### src/rtl/bcd_chain_counter.sv
// bcd_chain_counter: cascaded BCD digit counter with per-digit maxima,
// load with clamping, run/pause control and a terminal-value done pulse.
// Optional feature macro: BCD_CHAIN_COUNTER_SAT_EN. When it is defined,
// reaching the terminal value saturates the counter in EXPIRED. When it is
// not defined, the counter wraps and keeps running.
module bcd_chain_counter #(
    parameter int                      NUM_DIGITS = 4,
    parameter logic [4*NUM_DIGITS-1:0] DIGIT_MAX  = 16'h5959
) (
    input  logic                    clk,
    input  logic                    reset,
    input  logic                    load,
    input  logic [4*NUM_DIGITS-1:0] load_value,
    input  logic                    start,
    input  logic                    stop,
    input  logic                    up,
    input  logic                    tick,
    output logic [4*NUM_DIGITS-1:0] count,
    output logic                    running,
    output logic                    expired,
    output logic                    at_term,
    output logic                    done
);

    localparam int W = 4 * NUM_DIGITS;

    typedef enum logic [1:0] {
        ST_IDLE    = 2'd0,
        ST_RUN     = 2'd1,
        ST_EXPIRED = 2'd2
    } state_t;

    state_t         state_reg, state_next;
    logic [W-1:0]   count_reg, count_next;
    logic           done_reg, done_next;

    logic [W-1:0]            clamp_value;   // load_value with each digit limited to its max
    logic [W-1:0]            step_value;    // count after one tick in the current direction
    logic [W-1:0]            term_value;    // terminal value for the current direction
    logic [NUM_DIGITS-1:0]   chain;         // digit gi is allowed to move on this tick
    logic                    start_blocked; // start suppressed while sitting on the terminal value

    generate
        for (genvar gi = 0; gi < NUM_DIGITS; gi++) begin : g_digit
            localparam logic [3:0] DMAX = DIGIT_MAX[4*gi +: 4];

            // Elaboration-time guard: a digit maximum must be a usable BCD value.
            if (DMAX < 4'd1 || DMAX > 4'd9) begin : g_bad_cfg
                $error("bcd_chain_counter: DIGIT_MAX nibble out of range 1..9");
            end

            logic [3:0] dig;
            logic [3:0] ld_dig;
            assign dig    = count_reg[4*gi +: 4];
            assign ld_dig = load_value[4*gi +: 4];

            assign clamp_value[4*gi +: 4] = (ld_dig > DMAX) ? DMAX : ld_dig;
            assign term_value[4*gi +: 4]  = up ? DMAX : 4'd0;

            // Digit 0 always moves; higher digits move when every lower digit
            // is at its rollover point (max when counting up, zero when down).
            if (gi == 0) begin : g_first
                assign chain[0] = 1'b1;
            end
            if (gi < NUM_DIGITS - 1) begin : g_carry
                assign chain[gi+1] = chain[gi] & (up ? (dig == DMAX) : (dig == 4'd0));
            end

            assign step_value[4*gi +: 4] =
                !chain[gi] ? dig :
                up         ? ((dig == DMAX) ? 4'd0 : dig + 4'd1) :
                             ((dig == 4'd0) ? DMAX : dig - 4'd1);
        end
    endgenerate

    assign at_term = (count_reg == term_value);

`ifdef BCD_CHAIN_COUNTER_SAT_EN
    assign start_blocked = at_term;
`else
    assign start_blocked = 1'b0;
`endif

    // Next-state logic: load beats stop beats start beats tick.
    always_comb begin
        state_next = state_reg;
        count_next = count_reg;
        done_next  = 1'b0;
        if (load) begin
            count_next = clamp_value;
            state_next = ST_IDLE;
        end else begin
            case (state_reg)
                ST_IDLE: begin
                    if (start && !stop && !start_blocked) begin
                        state_next = ST_RUN;
                    end
                end
                ST_RUN: begin
                    if (stop) begin
                        state_next = ST_IDLE;
                    end else if (tick) begin
                        count_next = step_value;
                        if (step_value == term_value) begin
                            done_next = 1'b1;
`ifdef BCD_CHAIN_COUNTER_SAT_EN
                            state_next = ST_EXPIRED;
`endif
                        end
                    end
                end
                ST_EXPIRED: begin
                    state_next = ST_EXPIRED;
                end
                default: begin
                    state_next = ST_IDLE;
                end
            endcase
        end
    end

    // State, count and done registers with asynchronous reset.
    always_ff @(posedge clk or posedge reset) begin
        if (reset) begin
            state_reg <= ST_IDLE;
            count_reg <= '0;
            done_reg  <= 1'b0;
        end else begin
            state_reg <= state_next;
            count_reg <= count_next;
            done_reg  <= done_next;
        end
    end

    assign count   = count_reg;
    assign done    = done_reg;
    assign running = (state_reg == ST_RUN);
`ifdef BCD_CHAIN_COUNTER_SAT_EN
    assign expired = (state_reg == ST_EXPIRED);
`else
    assign expired = 1'b0;
`endif

endmodule
### config.mk
export PLATFORM = sky130hd
export DESIGN_NAME = bcd_chain_counter
export DESIGN_NICKNAME = d
export VERILOG_FILES = /design/src/rtl/bcd_chain_counter.sv
export SDC_FILE = /design/constraint.sdc
export NUM_CORES = 1
export LEC_CHECK = 0
export BUFFER_PORTS_ARGS = -buffer_cell sky130_fd_sc_hd__buf_2
export CAP_MARGIN = 10
export CORE_MARGIN = 2
export CORE_UTILIZATION = 35
export CTS_CLUSTER_SIZE = 12
export DETAILED_ROUTE_END_ITERATION = 10
export MAX_ROUTING_LAYER = met4
export PLACE_DENSITY = 0.56
export SLEW_MARGIN = 10
export SYNTH_ARGS = -nofsm -noshare
export SYNTH_HDL_FRONTEND = slang
export SYNTH_SLANG_ARGS = --single-unit
### constraint.sdc
create_clock -name clk -period 2.45 [get_ports clk]
set_clock_uncertainty 0.1 [all_clocks]
set_input_delay 0.245 -clock clk [delete_from_list [all_inputs] [get_ports clk]]
set_output_delay 0.245 -clock clk [all_outputs]
set_load 0.005 [all_outputs]
* Word level (Yosys, flattened, before mapping)
Index checks and enable logic that the tools add are counted.
** Cells by class
- $add $sub $neg :: 8
- $lt $le $gt $ge :: 4
- Eq/ne operators :: 11
- Muxes and demuxes :: 37
- Bitwise logic cells :: 2
- Reduce and logical (&&, ||, !) cells :: 11
** Operators by type and width (count)
- $mux W4 :: 20
- $mux W16 :: 4
- $eq A16 B15 Y1 :: 2
- $add A4 B1 Y4 const B :: 4
- $logic_not A4 Y1 :: 4
- $sub A4 B1 Y4 const B :: 4
- $eq A4 B3 Y1 const B :: 2
- $eq A4 B4 Y1 const B :: 2
- $gt A4 B3 Y1 const B :: 2
- $gt A4 B4 Y1 const B :: 2
- $mux W1 :: 8
- $mux W2 :: 3
- $ne A3 B3 Y1 const B :: 2
- $pmux W2 S3 :: 1
- $reduce_bool A2 Y1 :: 2
- $mux W3 :: 1
- $reduce_and A3 Y1 :: 1
- $and A1 B1 Y1 :: 2
- $eq A2 B1 Y1 const B :: 1
- $eq A2 B2 Y1 const B :: 1
- $logic_not A2 Y1 :: 1
- $ne A2 B2 Y1 const B :: 1
- $reduce_and A2 Y1 :: 1
- $logic_and A1 B1 Y1 :: 1
- $logic_not A1 Y1 :: 1
** Word-level totals
- Flip-flop bits (word level) :: 19
- Word-level logic and storage cells :: 76

* Depth between registers and ports, before layout
- Depth after elaboration :: 11
- Gate-level depth with buffers :: 9
- Mapped depth without buffers :: 6

* Worst setup path after synthesis
No wires, ideal clock.
- Kind :: register -> register
- Start :: reg count_reg[9], in the netlist count[9]
- End :: reg done_reg, in the netlist done
- Library setup time :: 0.094 ns
- Arrival time :: 2.145 ns
- Path slack :: 0.112 ns
- Stages on the path, launching flop included :: 8
- Cell sequence :: dfrtp_1 > buf_6 > nor4_4 > o211ai_2 > or3_1 > a222oi_1 > o2111ai_1 > a221oi_2
** Between the ends
- Cells in the longest elaborated chain, start to end :: 10
- Elaborated cells between the ends (all ways) :: 17
- Classes of those cells :: add/sub (2); eq/ne (2); mux (11); bitwise (1); reduce/logical (1)
** RTL lines
- start, declared :: line 34 : logic [W-1:0] count_reg, count_next;
- start signal, assigned :: line 130 : count_reg <= count_next;
- $sub A4 B1 Y4 (tied with other cells) :: line 72 : ((dig == 4'd0) ? DMAX : dig - 4'd1);
- $mux W4 (tied with other cells) :: line 72
- $mux W4 or $and A1 B1 Y1 (tied branches) :: line 71, 66
- $mux W4 :: line 70 : !chain[gi] ? dig :
- $eq A16 B15 Y1 * :: line 104 : if (step_value == term_value) begin
- $mux W1 * :: line 104
- $mux W1 * :: line 102 : end else if (tick) begin
- $mux W1 * :: line 100 : if (stop) begin
- $mux W1 * :: line 93 : case (state_reg)
- $mux W1 * :: line 89 : if (load) begin
- via done_next :: line 35 : logic done_reg, done_next;
- end signal, assigned :: line 131 : done_reg <= done_next;
- end, declared :: line 35
The timed path passes the listed nets; every way through them passes the cells marked *.
A chain may end at the register's enable or synchronous reset.

* Worst setup path after layout
- Start :: reg count_reg[0], in the netlist count[0]
- End :: reg done_reg, in the netlist done
** Between the ends
- Cells in the longest elaborated chain, start to end :: 11
- Elaborated cells between the ends (all ways) :: 19
- Classes of those cells :: add/sub (2); eq/ne (2); mux (12); bitwise (2); reduce/logical (1)
** RTL lines
- $eq A4 B4 Y1 or $logic_not A4 Y1 (tied branches) :: line 66, 71, 72
- $mux W1 :: line 66 : assign chain[gi+1] = chain[gi] & (up ? (dig == DMAX) : (dig == 4'd0));
- $and A1 B1 Y1 (2 in series) :: line 66
- $mux W4 :: line 70
- $eq A16 B15 Y1 * :: line 104
- $mux W1 * :: line 104
- $mux W1 * :: line 102
- $mux W1 * :: line 100
- $mux W1 * :: line 93
- $mux W1 * :: line 89
- via done_next :: line 35
Marks and branches as above.

==> results.sh <==
export IMPL_status="completed"
export IMPL_synth_top_family_by_area="simple AND/OR/NAND/NOR gates"
export IMPL_drive_gt1_frac=0.3401
export IMPL_drt_iter0_markers=168
export IMPL_p_leak_uw=0.0009610
export IMPL_crit_fanout=12
export IMPL_cp_arrival_ns=2.45
export IMPL_gp_congestion=0.8594
export IMPL_yosysSeqAreaShare=0.2497
export IMPL_hold_viol_final=0
export IMPL_postSynthCellCount=245
export IMPL_drc=0
export IMPL_final_util=0.4569
export IMPL_dp_hpwl_um=4260
export IMPL_initial_utilization=0.3682
export IMPL_synth_fp_nets=268
export IMPL_finalMaxSlewViolations=0
export IMPL_vias=2070
export IMPL_swShare=0.3639
export IMPL_max_slew_margin=0.4467
export IMPL_synth_compound_area_frac=0.2858
export IMPL_clockBufferDepth=2
export IMPL_layout_nets=321
export IMPL_rows=26
export IMPL_path_class="register to register"
export IMPL_dieArea_mm2=0.006047
export IMPL_final_area_mm2=0.002364
export IMPL_p_int_uw=613.6
export IMPL_ir_drop_uv=222.1
export IMPL_synthesis_area_mm2=0.001904
export IMPL_clockRootBuffer="clkbuf_8"
export IMPL_cts_buffers=3
export IMPL_worst_skew_pair_late_latency_ns=0.27
export IMPL_cp_required_ns=2.53
export IMPL_synth_edf_count=0
export IMPL_area_delta_synth_final_pct=24.11
export IMPL_drv_cap=0
export IMPL_clock_sinks=19
export IMPL_ys_warn_count=0
export IMPL_cp_end_kind="register"
export IMPL_grt_max_degree=21
export IMPL_grt_pass1_vias=1950
export IMPL_syn_area_per_cell_um2=7.773
export IMPL_synth_area_mux_share=0.04271
export IMPL_wl_per_cell_um=15.26
export IMPL_clkPwrFrac=0.245
export IMPL_wl_um=5600
export IMPL_insertedDiodeCount=0
export IMPL_synth_simple_area_share=0.2924
export IMPL_layout_commonest_cell="buf_2"
export IMPL_most_common_layout_cells="buf_2, buf_4, o21ai_0, nor2_1, nand2_1"
export IMPL_num_io_pins=43
export IMPL_clkTransAtPathRegs_ns=0.08
export IMPL_antenna_left=0
export IMPL_min_path_type="input pin to async pin"
export IMPL_largest_reg_flops=16
export IMPL_die_h_um=77.76
export IMPL_start_kind="register"
export IMPL_worst_slew_pin_slew_ns=0.8291
export IMPL_p_switching_uw=351.0
export IMPL_io_buffers=41
export IMPL_routed_via_density=5.640
export IMPL_synthAdderAreaFrac=0
export IMPL_core_mm2=0.005172
export IMPL_pwr_share_comb=0.376
export IMPL_grt_first_pass_wirelength_um=9308
export IMPL_fp_dieW_um=77.76
export IMPL_synthXorXnorAreaFrac=0.02760
export IMPL_antenna_found_initial=0
export IMPL_power_density_mw_per_mm2=408.2
export IMPL_fmax_ghz=0.4224
export IMPL_track_usage=0.1961
export IMPL_async_reset_ff_frac=1.000
export IMPL_min_period_ns=2.367
export IMPL_grt_overflow=0
export IMPL_place_inst=362
export IMPL_synth_distinct_cells=68
export IMPL_hold_buffers=0
export IMPL_dr_pass1_iters=4
export IMPL_instances_no_fill=367
export IMPL_cts_tree="built"
export IMPL_timing_final_crit_share=0.9663
export IMPL_placed_cell_area_mm2=0.002270
export IMPL_pwr_share_seq=0.380
export IMPL_htreeDepth=1
export IMPL_finalSetupViolCount=0
export IMPL_synth_flop_cell="dfrtp_1"
export IMPL_p_total_uw=964.7
export IMPL_synth_seq_cells=19
-- per-stage QoR --
step / hold WS [ns] / TNS, ns / setup WS [ns]
final: 0.02781 / 0 / 0.08253
after global routing: 0.09192 / -0.01906 / -0.01906
after CTS: 0.05141 / 0 / 0.03839
after detailed placement: 0.3405 / 0 / 0.02456
after global placement: 0.3441 / 0 / 0.09843
after floorplan: 0.09613 / 0 / 0.1116
-- cells by family (layout without fill, tap and decap cells) --
logic type | Yosys count | in the layout
mux | 8 | 8
buf+inv | 32 | 84
simple gates | 101 | 101
xor+xnor | 6 | 6
compound gates | 78 | 78
flops | 19 | 19
other cells | 1 | 1
-- cells in the mapped netlist, types with 2 or more instances --
cell       instances  area share
buf_1              2      0.0039
nand2b_1           5       0.016
dfrtp_1           19        0.25
nand4_1            5       0.016
buf_4              2      0.0079
a2bb2oi_1          2      0.0092
o31ai_1            3       0.012
nor3b_1            2      0.0079
nor4_1             6       0.020
clkbuf_1          10       0.020
buf_2              5       0.013
nor3_2             2       0.011
a2111oi_0          3       0.014
and3_1             2      0.0066
and2_1             3      0.0099
clkbuf_8           4       0.029
o221ai_1           2      0.0092
and3_2             2      0.0079
o32ai_1            3       0.014
nand4b_1           2      0.0092
a211oi_1           3       0.012
a31oi_1            3      0.0099
o21ai_0           23       0.060
nor2b_1            4       0.013
xnor2_1            4       0.018
buf_6              2       0.012
o211ai_1           3       0.012
or3_1              3      0.0099
xor2_1             2      0.0092
a22oi_1            2      0.0079
nand3_1            6       0.016
inv_1              5      0.0099
o21a_1             2      0.0079
nor3_1             9       0.024
a21oi_1           11       0.029
nand2_1           19       0.037
nor2_1            22       0.043
a221oi_1           2      0.0092
mux2i_1            7       0.037
-- path summary, 6_finish.rpt --
kind	start	to	slack, ns	depth (start not counted)
min reg2reg	state_reg[0]	state_reg[1]	0.39	1
max in group asynchronous	reset	count[12]	1.65	2
min	reset	count[10]	0.03	2
max reg2reg	count[0]	done	0.08	7
max	count[0]	done	0.08	7
min in group clk	stop	state_reg[0]	0.08	2
-- repair_timing --
action	CTS	global route
setup buffers	0	1
endpoints found under the setup margin	0	2
resized for setup	0	11
-- critical path, cell delays in order (launching register included) --
cell,delay (ns)
dfrtp_1,0.41
buf_4,0.19
nor2_2,0.14
a22oi_2,0.15
or3_1,0.38
a222oi_1,0.42
o2111ai_1,0.20
a221oi_2,0.28
-- power by group through the flow --
stage | Combinational (µW) | Clock (µW) | Sequential [µW]
after floorplan | 239 | 0 | 359
after global placement | 347 | 0 | 370
after detailed placement | 350 | 0 | 371
after CTS | 352 | 236 | 364
after global routing | 401 | 252 | 369
final | 363 | 236 | 366
-- area by class of cell --
class	instances	area (µm²)
Inverter	6	22.52
Fill cell	528	2809
Timing Repair Buffer	74	452.9
Clock buffer	4	45.04
Multi-Input combinational cell	194	1277
Sequential cell	19	478.0
Tap cell	70	87.58
-- layer usage --
layer | vias to the layer above | GRT usage | wire, µm
li1 | 1019 | - | -
met1 | 977 | 0.2556 | 2567
met2 | 62 | 0.3095 | 2648
met3 | 12 | 0.02674 | 275
met4 | 0 | 0.07321 | 109
met5 | - | - | 0
(Power assumes the default switching activity.)
